`config.mk`:
```
export PLATFORM = sky130hd
export DESIGN_NAME = hazard_detection_unit
export DESIGN_NICKNAME = d
export VERILOG_FILES = /design/src/rtl/hazard_detection_unit.sv
export SDC_FILE = /design/constraint.sdc
export NUM_CORES = 1
export LEC_CHECK = 0
export ABC_AREA = 1
export CAP_MARGIN = 20
export CORE_MARGIN = 5
export CORE_UTILIZATION = 50
export DETAILED_ROUTE_END_ITERATION = 10
export HOLD_SLACK_MARGIN = 0.12
export PLACE_DENSITY_LB_ADDON = 0.12
export RECOVER_POWER = 25
export SLEW_MARGIN = 20
export SYNTH_ARGS = -nofsm -noshare
export SYNTH_HDL_FRONTEND = slang
export SYNTH_SLANG_ARGS = --single-unit
export TNS_END_PERCENT = 5
```
`constraint.sdc`:
```
create_clock -name clk -period 5.37 [get_ports clk]
set_input_delay 1.3425 -clock clk [delete_from_list [all_inputs] [get_ports clk]]
set_output_delay 1.3425 -clock clk [all_outputs]
set_load 0.05 [all_outputs]
```
`src/rtl/hazard_detection_unit.sv`:
```
// rtl/hazard_detection_unit.sv - pipeline hazard detection with stall/flush control and stall counter
//
// Purpose:
//   Detects load-use hazards between EX and ID, and load-to-branch hazards between MEM and ID.
//   Outputs the PC/IF-ID hold, bubble-insert and IF/ID flush controls. Also keeps a saturating
//   count of the cycles spent stalled.
//
// Ports:
//   clk                  - single clock; all state updates happen on the rising edge
//   reset                - asynchronous active-high reset
//   ID_EX_reg_target_in  - destination register (rt) of the instruction in EX
//   IF_ID_reg_source_in  - rs of the instruction in ID
//   IF_ID_reg_target_in  - rt of the instruction in ID
//   EX_MEM_reg_target_in - destination register of the instruction in MEM
//   ID_EX_mem_read_in    - the instruction in EX is a load
//   EX_MEM_mem_read_in   - the instruction in MEM is a load
//   EX_MEM_WB_in         - the instruction in MEM writes the register file
//   branch_in            - the instruction in ID is a conditional branch
//   comparator_in        - the ID-stage branch comparator reports the branch as taken
//   jump_in              - the instruction in ID is a jump
//   PCWrite_out          - 1 = the PC may update, 0 = hold the PC
//   IF_ID_write_out      - 1 = the IF/ID register may load, 0 = hold it
//   MUX_nop_out          - 1 = zero the ID/EX control signals (insert a bubble)
//   flush_out            - 1 = flush IF/ID (discard the fetched instruction)
//   stall_cnt_out        - registered, saturating count of stall cycles

module hazard_detection_unit (
    input  logic        clk,
    input  logic        reset,
    input  logic [4:0]  ID_EX_reg_target_in,
    input  logic [4:0]  IF_ID_reg_source_in,
    input  logic [4:0]  IF_ID_reg_target_in,
    input  logic [4:0]  EX_MEM_reg_target_in,
    input  logic        ID_EX_mem_read_in,
    input  logic        EX_MEM_mem_read_in,
    input  logic        EX_MEM_WB_in,
    input  logic        branch_in,
    input  logic        comparator_in,
    input  logic        jump_in,
    output logic        PCWrite_out,
    output logic        IF_ID_write_out,
    output logic        MUX_nop_out,
    output logic        flush_out,
    output logic [15:0] stall_cnt_out
);

    localparam logic [15:0] CNT_MAX = 16'hFFFF;

    logic        w_ex_match;
    logic        w_mem_match;
    logic        w_load_use;
    logic        w_branch_load;
    logic        w_stall;
    logic        w_redirect;
    logic [15:0] r_stall_cnt;

    // Register 0 is hard-wired to zero, so a write to it can never be a real dependency.
    assign w_ex_match  = (ID_EX_reg_target_in != 5'd0) &&
                         ((ID_EX_reg_target_in == IF_ID_reg_source_in) ||
                          (ID_EX_reg_target_in == IF_ID_reg_target_in));

    assign w_mem_match = (EX_MEM_reg_target_in != 5'd0) &&
                         ((EX_MEM_reg_target_in == IF_ID_reg_source_in) ||
                          (EX_MEM_reg_target_in == IF_ID_reg_target_in));

    assign w_load_use = ID_EX_mem_read_in && w_ex_match;

    // The branch compares in ID, so a load still in MEM cannot be forwarded in time.
    // An ALU result in MEM (mem_read = 0) is forwarded and does not stall.
    assign w_branch_load = branch_in && EX_MEM_mem_read_in && EX_MEM_WB_in && w_mem_match;

    // Reset masks the hazard so that every output takes its reset value.
    assign w_stall = !reset && (w_load_use || w_branch_load);

    assign w_redirect = jump_in || (branch_in && comparator_in);

    assign PCWrite_out     = !w_stall;
    assign IF_ID_write_out = !w_stall;
    assign MUX_nop_out     = w_stall;
    // A stalled branch has not been resolved yet, so the stall takes priority over the flush.
    assign flush_out       = !reset && !w_stall && w_redirect;

    always_ff @(posedge clk or posedge reset) begin
        if (reset) begin
            r_stall_cnt <= 16'd0;
        end else if (w_stall && (r_stall_cnt != CNT_MAX)) begin
            r_stall_cnt <= r_stall_cnt + 16'd1;
        end
    end

    assign stall_cnt_out = r_stall_cnt;

endmodule

```
### After elaboration in Yosys (flattened, before gate mapping)

Cells that the tools add are included.

* register bits: 16
* output and inout bits: 20
* word-level logic and storage cells: 26

* add/sub/neg operators: 1
* equality and inequality tests: 5
* reductions and logical operators: 19

Operator list (count)
* equality test 5 bit: 4
* adder 16 x 1 -> 16 bit, second input constant: 1
* != test 16 bit, second input constant: 1
* logical AND 1 bit: 11
* nonzero test 5 bit: 2
* logical OR 1 bit: 4
* logical NOT 1 bit: 2

### Logic depth before layout (Yosys ltp)

* word-level depth: 9
* gate-level depth with buffers: 12
* gate-level depth less buffers: 11

### Least setup slack after synthesis

OpenSTA, ideal clock, no wires.

* path type: input to output
* start point: input ID_EX_reg_target_in[2]
* end point: output flush_out
* data arrival time: 3.097 ns
* data required time: 4.028 ns
* setup slack: 0.931 ns
* cell stages on the path: 9
* path buffers: 2
* path through: inv_1 nand4_1 o21ai_0 inv_1 nand2_1 nand2_2 buf_6 buf_8 nor3_1

* word-level cells in the longest chain between the ends: 9
* elaborated cells on any way between the ends: 11

RTL lines
* from (decl): RTL line 30 `input logic [4:0] ID_EX_reg_target_in,`
* equality test 5 bit (on tied branches): RTL line 59, 60
* logical OR 1 bit: RTL line 59 `((ID_EX_reg_target_in == IF_ID_reg_source_in) ||`
* logical AND 1 bit (*): RTL line 58 `assign w_ex_match = (ID_EX_reg_target_in != 5'd0) &&`
* logical AND 1 bit (*): RTL line 66 `assign w_load_use = ID_EX_mem_read_in && w_ex_match;`
* logical OR 1 bit (*): RTL line 73 `assign w_stall = !reset && (w_load_use || w_branch_load);`
* logical AND 1 bit (*): RTL line 73
* logical NOT 1 bit (*): RTL line 81 `assign flush_out = !reset && !w_stall && w_redirect;`
* logical AND 1 bit (*) (2 in series): RTL line 81
* to (decl): RTL line 43 `output logic flush_out,`

Every way passes the cells marked *; elsewhere a longest branch is shown, timed or not.

### Worst setup path in the final report

* start point: input IF_ID_reg_target_in[1]
* end point: output MUX_nop_out

* word-level cells in the longest chain between the ends: 6
* elaborated cells on any way between the ends: 10

RTL lines
* from (decl): RTL line 32 `input logic [4:0] IF_ID_reg_target_in,`
* equality test 5 bit (on tied branches): RTL line 60, 64
* logical OR 1 bit (on tied branches): RTL line 59, 63
* logical AND 1 bit (on tied branches): RTL line 58, 62
* logical AND 1 bit (on tied branches): RTL line 66, 70
* logical OR 1 bit (*): RTL line 73
* logical AND 1 bit (*): RTL line 73
* to (decl): RTL line 42 `output logic MUX_nop_out,`

Marked as above.

==> report_table.html <==
<table>
<tr><th>Metric</th><th>Value</th></tr>
<tr><th colspan="2">Run status</th></tr>
<tr><td>Run status</td><td>finished, violations left</td></tr>
<tr><td>Failing checks</td><td>max-capacitance violations, max-slew violations</td></tr>
<tr><th colspan="2">Synth</th></tr>
<tr><td>Gate Count Post-Synth</td><td>234</td></tr>
<tr><td>Count of yosys warnings during synthesis</td><td>0</td></tr>
<tr><td>Synth area leaders</td><td>dfrtp_1, nand2_1, nand4_1, inv_1, xor2_1</td></tr>
<tr><td>Most used standard cell by instance count after synthesis</td><td>nand2_1</td></tr>
<tr><td>Leading area contributor after synthesis</td><td>dfrtp_1</td></tr>
<tr><td>Average cell area after synthesis</td><td>6.25 um^2</td></tr>
<tr><td>Top cell types by occurrence after synthesis</td><td>nand2_1, inv_1, nor2_1</td></tr>
<tr><td>Area share of the largest cell type after synthesis</td><td>27.4%</td></tr>
<tr><td>Cell area after technology mapping</td><td>1460 um^2</td></tr>
<tr><td>Register area share after synthesis</td><td>27.4%</td></tr>
<tr><td>Register bit total from synthesis</td><td>16</td></tr>
<tr><td>Synthesized net count</td><td>263</td></tr>
<tr><td>Number of distinct library cell variants in the gate-level netlist after synthesis</td><td>23</td></tr>
<tr><td>Predominant post-synthesis flop cell</td><td>dfrtp_1</td></tr>
<tr><td>Asr flop ratio synth</td><td>100%</td></tr>
<tr><td>Number of enable flip-flop cells after synthesis</td><td>0</td></tr>
<tr><th colspan="2">Detailed routing</th></tr>
<tr><td>Detailed router's first-iteration violation count</td><td>94</td></tr>
<tr><td>Antenna-violating nets left</td><td>0</td></tr>
<tr><td>Average detailed-routed wire length per instance</td><td>10.9 um</td></tr>
<tr><td>Detailed-route via count</td><td>1516</td></tr>
<tr><td>Count of TritonRoute iterations in the first routing pass</td><td>4</td></tr>
<tr><td>Number of DRC violations after detailed routing</td><td>0</td></tr>
<tr><td>Routed WL</td><td>3.38 mm</td></tr>
<tr><td>Routed vias/inst</td><td>4.87</td></tr>
<tr><th colspan="2">Placement</th></tr>
<tr><td>Port-buffer cells</td><td>47</td></tr>
<tr><td>Post-placement worst setup slack</td><td>0.542 ns</td></tr>
<tr><td>Final weighted congestion in routability-driven placement</td><td>0.773</td></tr>
<tr><td>Post-DP HPWL</td><td>2.65 mm</td></tr>
<tr><th colspan="2">STA</th></tr>
<tr><td>Post-Route Hold Slack</td><td>0.546 ns</td></tr>
<tr><td>Worst slew slack as a fraction of its limit</td><td>-0.854%</td></tr>
<tr><td>Fin. Hold Viols</td><td>0</td></tr>
<tr><td>Max Clk Rate</td><td>0.208 GHz</td></tr>
<tr><td>Final Setup Violations</td><td>0</td></tr>
<tr><td>Slew @ Worst Pin</td><td>1.51 ns</td></tr>
<tr><td>Layout Skew</td><td>0.00949 ns</td></tr>
<tr><td>Portion of the clock cycle consumed by the worst path in the final layout</td><td>89.4%</td></tr>
<tr><td>Max Slew Vio Count</td><td>35</td></tr>
<tr><td>Final TNS setup</td><td>0 ns</td></tr>
<tr><td>Worst Slack Setup Final</td><td>0.568 ns</td></tr>
<tr><td>Final critical delay including setup and external delays</td><td>4.80 ns</td></tr>
<tr><td>Setup repair after global routing missed its margin</td><td>false</td></tr>
<tr><th colspan="2">Worst setup path</th></tr>
<tr><td>Max stage delay cell, worst path</td><td>clkdlybuf4s50_1</td></tr>
<tr><td>Setup CP Type</td><td>in -&gt; out</td></tr>
<tr><td>Largest stage delay on the critical path</td><td>0.79 ns</td></tr>
<tr><td>Crit-path most repeated cell</td><td>nand2_1</td></tr>
<tr><td>CP Launch Type</td><td>primary input</td></tr>
<tr><td>Crit path arrival time</td><td>3.46 ns</td></tr>
<tr><td>Kind of end point of the critical path</td><td>output pin</td></tr>
<tr><td>Largest fanout of any net on the critical path</td><td>8</td></tr>
<tr><td>Worst endpoint required time</td><td>4.03 ns</td></tr>
<tr><td>Worst reg-to-reg setup slack</td><td>3.63 ns</td></tr>
<tr><td>Cell chain of the critical path</td><td>clkdlybuf4s50_1, inv_1, nand2_1, nand2_1, nor2_1, nand3_1, nand2_1, nand2_1, nand2_2, nand2_2, inv_1, clkdlybuf4s50_1</td></tr>
<tr><th colspan="2">Cells and area</th></tr>
<tr><td>Flip-flop count of the largest register, all copies and words added</td><td>16</td></tr>
<tr><td>Number of nets in the final layout</td><td>310</td></tr>
<tr><td>Signed area change from the synthesized netlist to the final layout</td><td>33.5%</td></tr>
<tr><td>Diode insertion count for antenna repair</td><td>0</td></tr>
<tr><td>Layout cells sized above 1</td><td>5.36%</td></tr>
<tr><td>Fill cell count</td><td>253</td></tr>
<tr><th colspan="2">Power</th></tr>
<tr><td>PD cells</td><td>181 nW/um^2</td></tr>
<tr><td>Total power</td><td>353 uW</td></tr>
<tr><td>Reported leakage power</td><td>1.05 nW</td></tr>
<tr><td>Max rail drop VDD</td><td>0.255 mV</td></tr>
<tr><th colspan="2">Floorplan</th></tr>
<tr><td>Effective utilization at floorplan</td><td>52.5%</td></tr>
<tr><td>Die X-Extent</td><td>64.1 um</td></tr>
<tr><td>Die extent in y</td><td>64.1 um</td></tr>
<tr><td>Full die area</td><td>4100 um^2</td></tr>
<tr><td>Ports placed on the boundary</td><td>48</td></tr>
<tr><td>Number of placement rows</td><td>19</td></tr>
<tr><td>CORE AREA</td><td>2780 um^2</td></tr>
<tr><th colspan="2">CTS</th></tr>
<tr><td>Count of buffers added by post-CTS timing repair for setup</td><td>0</td></tr>
<tr><td>Number of buffers inserted for hold repair after clock tree synthesis</td><td>0</td></tr>
<tr><td>Number of H-tree branching levels</td><td>1</td></tr>
<tr><td>Longest Clk Path Bufs</td><td>2</td></tr>
<tr><td>Clock latency on the worst-skew pair</td><td>0.30 ns</td></tr>
<tr><td>Number of CTS-inserted buffers</td><td>3</td></tr>
<tr><td>Clock sink count</td><td>16</td></tr>
<tr><td>Clock tree root driver cell</td><td>clkbuf_4</td></tr>
<tr><td>CTS tree</td><td>done</td></tr>
<tr><td>Post-cts repair resize count</td><td>0</td></tr>
<tr><td>Reg clk slew, reported paths</td><td>0.10 ns</td></tr>
<tr><th colspan="2">Min path</th></tr>
<tr><td>Kind of path behind the tightest hold check</td><td>reg -&gt; reg</td></tr>
<tr><th colspan="2">GRT</th></tr>
<tr><td>Initial antenna violation count</td><td>0</td></tr>
<tr><td>Maximum number of pins on one net before global-route repair</td><td>35</td></tr>
<tr><td>Total congestion overflow</td><td>0</td></tr>
<tr><td>Global-route usage over all layers</td><td>17.0%</td></tr>
<tr><td>Global-route wire length before repair</td><td>5.84 mm</td></tr>
<tr><td>Vias in the first global route</td><td>1343</td></tr>
<tr><th colspan="2">Flow run</th></tr>
<tr><td>Max Cap Violations</td><td>1</td></tr>
</table>
cell usage in the layout (no fill, tap or decap):
cell	instances
nand2_1	96
clkdlybuf4s50_1	46
inv_1	30
nor2_1	23
nand4_1	19
dfrtp_1	16
xor2_1	11
nand3_1	9
xnor2_1	6
inv_2	4
nor3_1	3
clkbuf_4	3
nand2_2	2
o21ai_0	1
nor2_4	1
nand4_4	1
nand3_2	1
nor2_2	1
a21oi_1	1
nand3b_1	1
ha_1	1
clkbuf_8	1
dlygate4sd3_1	1
buf_4	1
clkbuf_1	1
area by class of cell:
class | instances | area, um^2 | share of cell area (%)
repair buffers | 49 | 482 | 24.7
clock buffers | 4 | 36.3 | 1.86
multi-input cells | 177 | 866 | 44.4
flip-flops and latches | 16 | 400 | 20.5
well taps | 31 | 38.8 | 1.99
inverters | 34 | 128 | 6.54
power by group:
group / leakage, nW / internal, mW / switching (mW)
logic: 0.804 / 0.0524 / 0.0788
registers: 0.220 / 0.129 / 0.00988
clock network: 0.0210 / 0.0413 / 0.0417
total: 1.05 / 0.223 / 0.130
routing by layer:
metal	track usage (%)	up-vias	routed length, um
met5	0	-	0
met4	2.34	0	9
met3	4.55	3	213
met2	25.5	37	1480
met1	25.0	657	1670
li1	-	819	-
through the flow:
step                utilization (%)  cell area, um^2  cells
detailed placement             69.0             1920    307
global placement               69.0             1920    307
floorplan                         -             1460    234
CTS                            70.3             1950    311
finish                         70.1             1950    311
global route                   70.1             1950    311
cells by family (layout without fill, tap and decap cells):
logic type | count (synthesis) | in the layout | synth area share [%]
simple gates | 157 | 157 | 47.5
buf+inv | 41 | 87 | 13.4
compound gates | 2 | 2 | 0.684
xor+xnor | 17 | 17 | 10.2
flops | 16 | 16 | 27.4
fa+ha+maj | 1 | 1 | 0.856
worst max-delay path: cells and delay by family:
kind,cells,cell delay (ns)
simple gates,8,0.69
buf+inv,4,1.43
final timing paths:
kind                                   startpoint                 to  cells after the start
setup / recovery           IF_ID_reg_target_in[1]        MUX_nop_out                     12
hold / removal                  stall_cnt_out[15]  stall_cnt_out[15]                      2
setup reg to reg                 stall_cnt_out[1]   stall_cnt_out[1]                      7
hold reg to reg                 stall_cnt_out[15]  stall_cnt_out[15]                      2
max in group asynchronous                   reset   stall_cnt_out[7]                      3
min in group asynchronous                   reset  stall_cnt_out[15]                      3
Note: power is estimated with default switching activity, not from simulation.
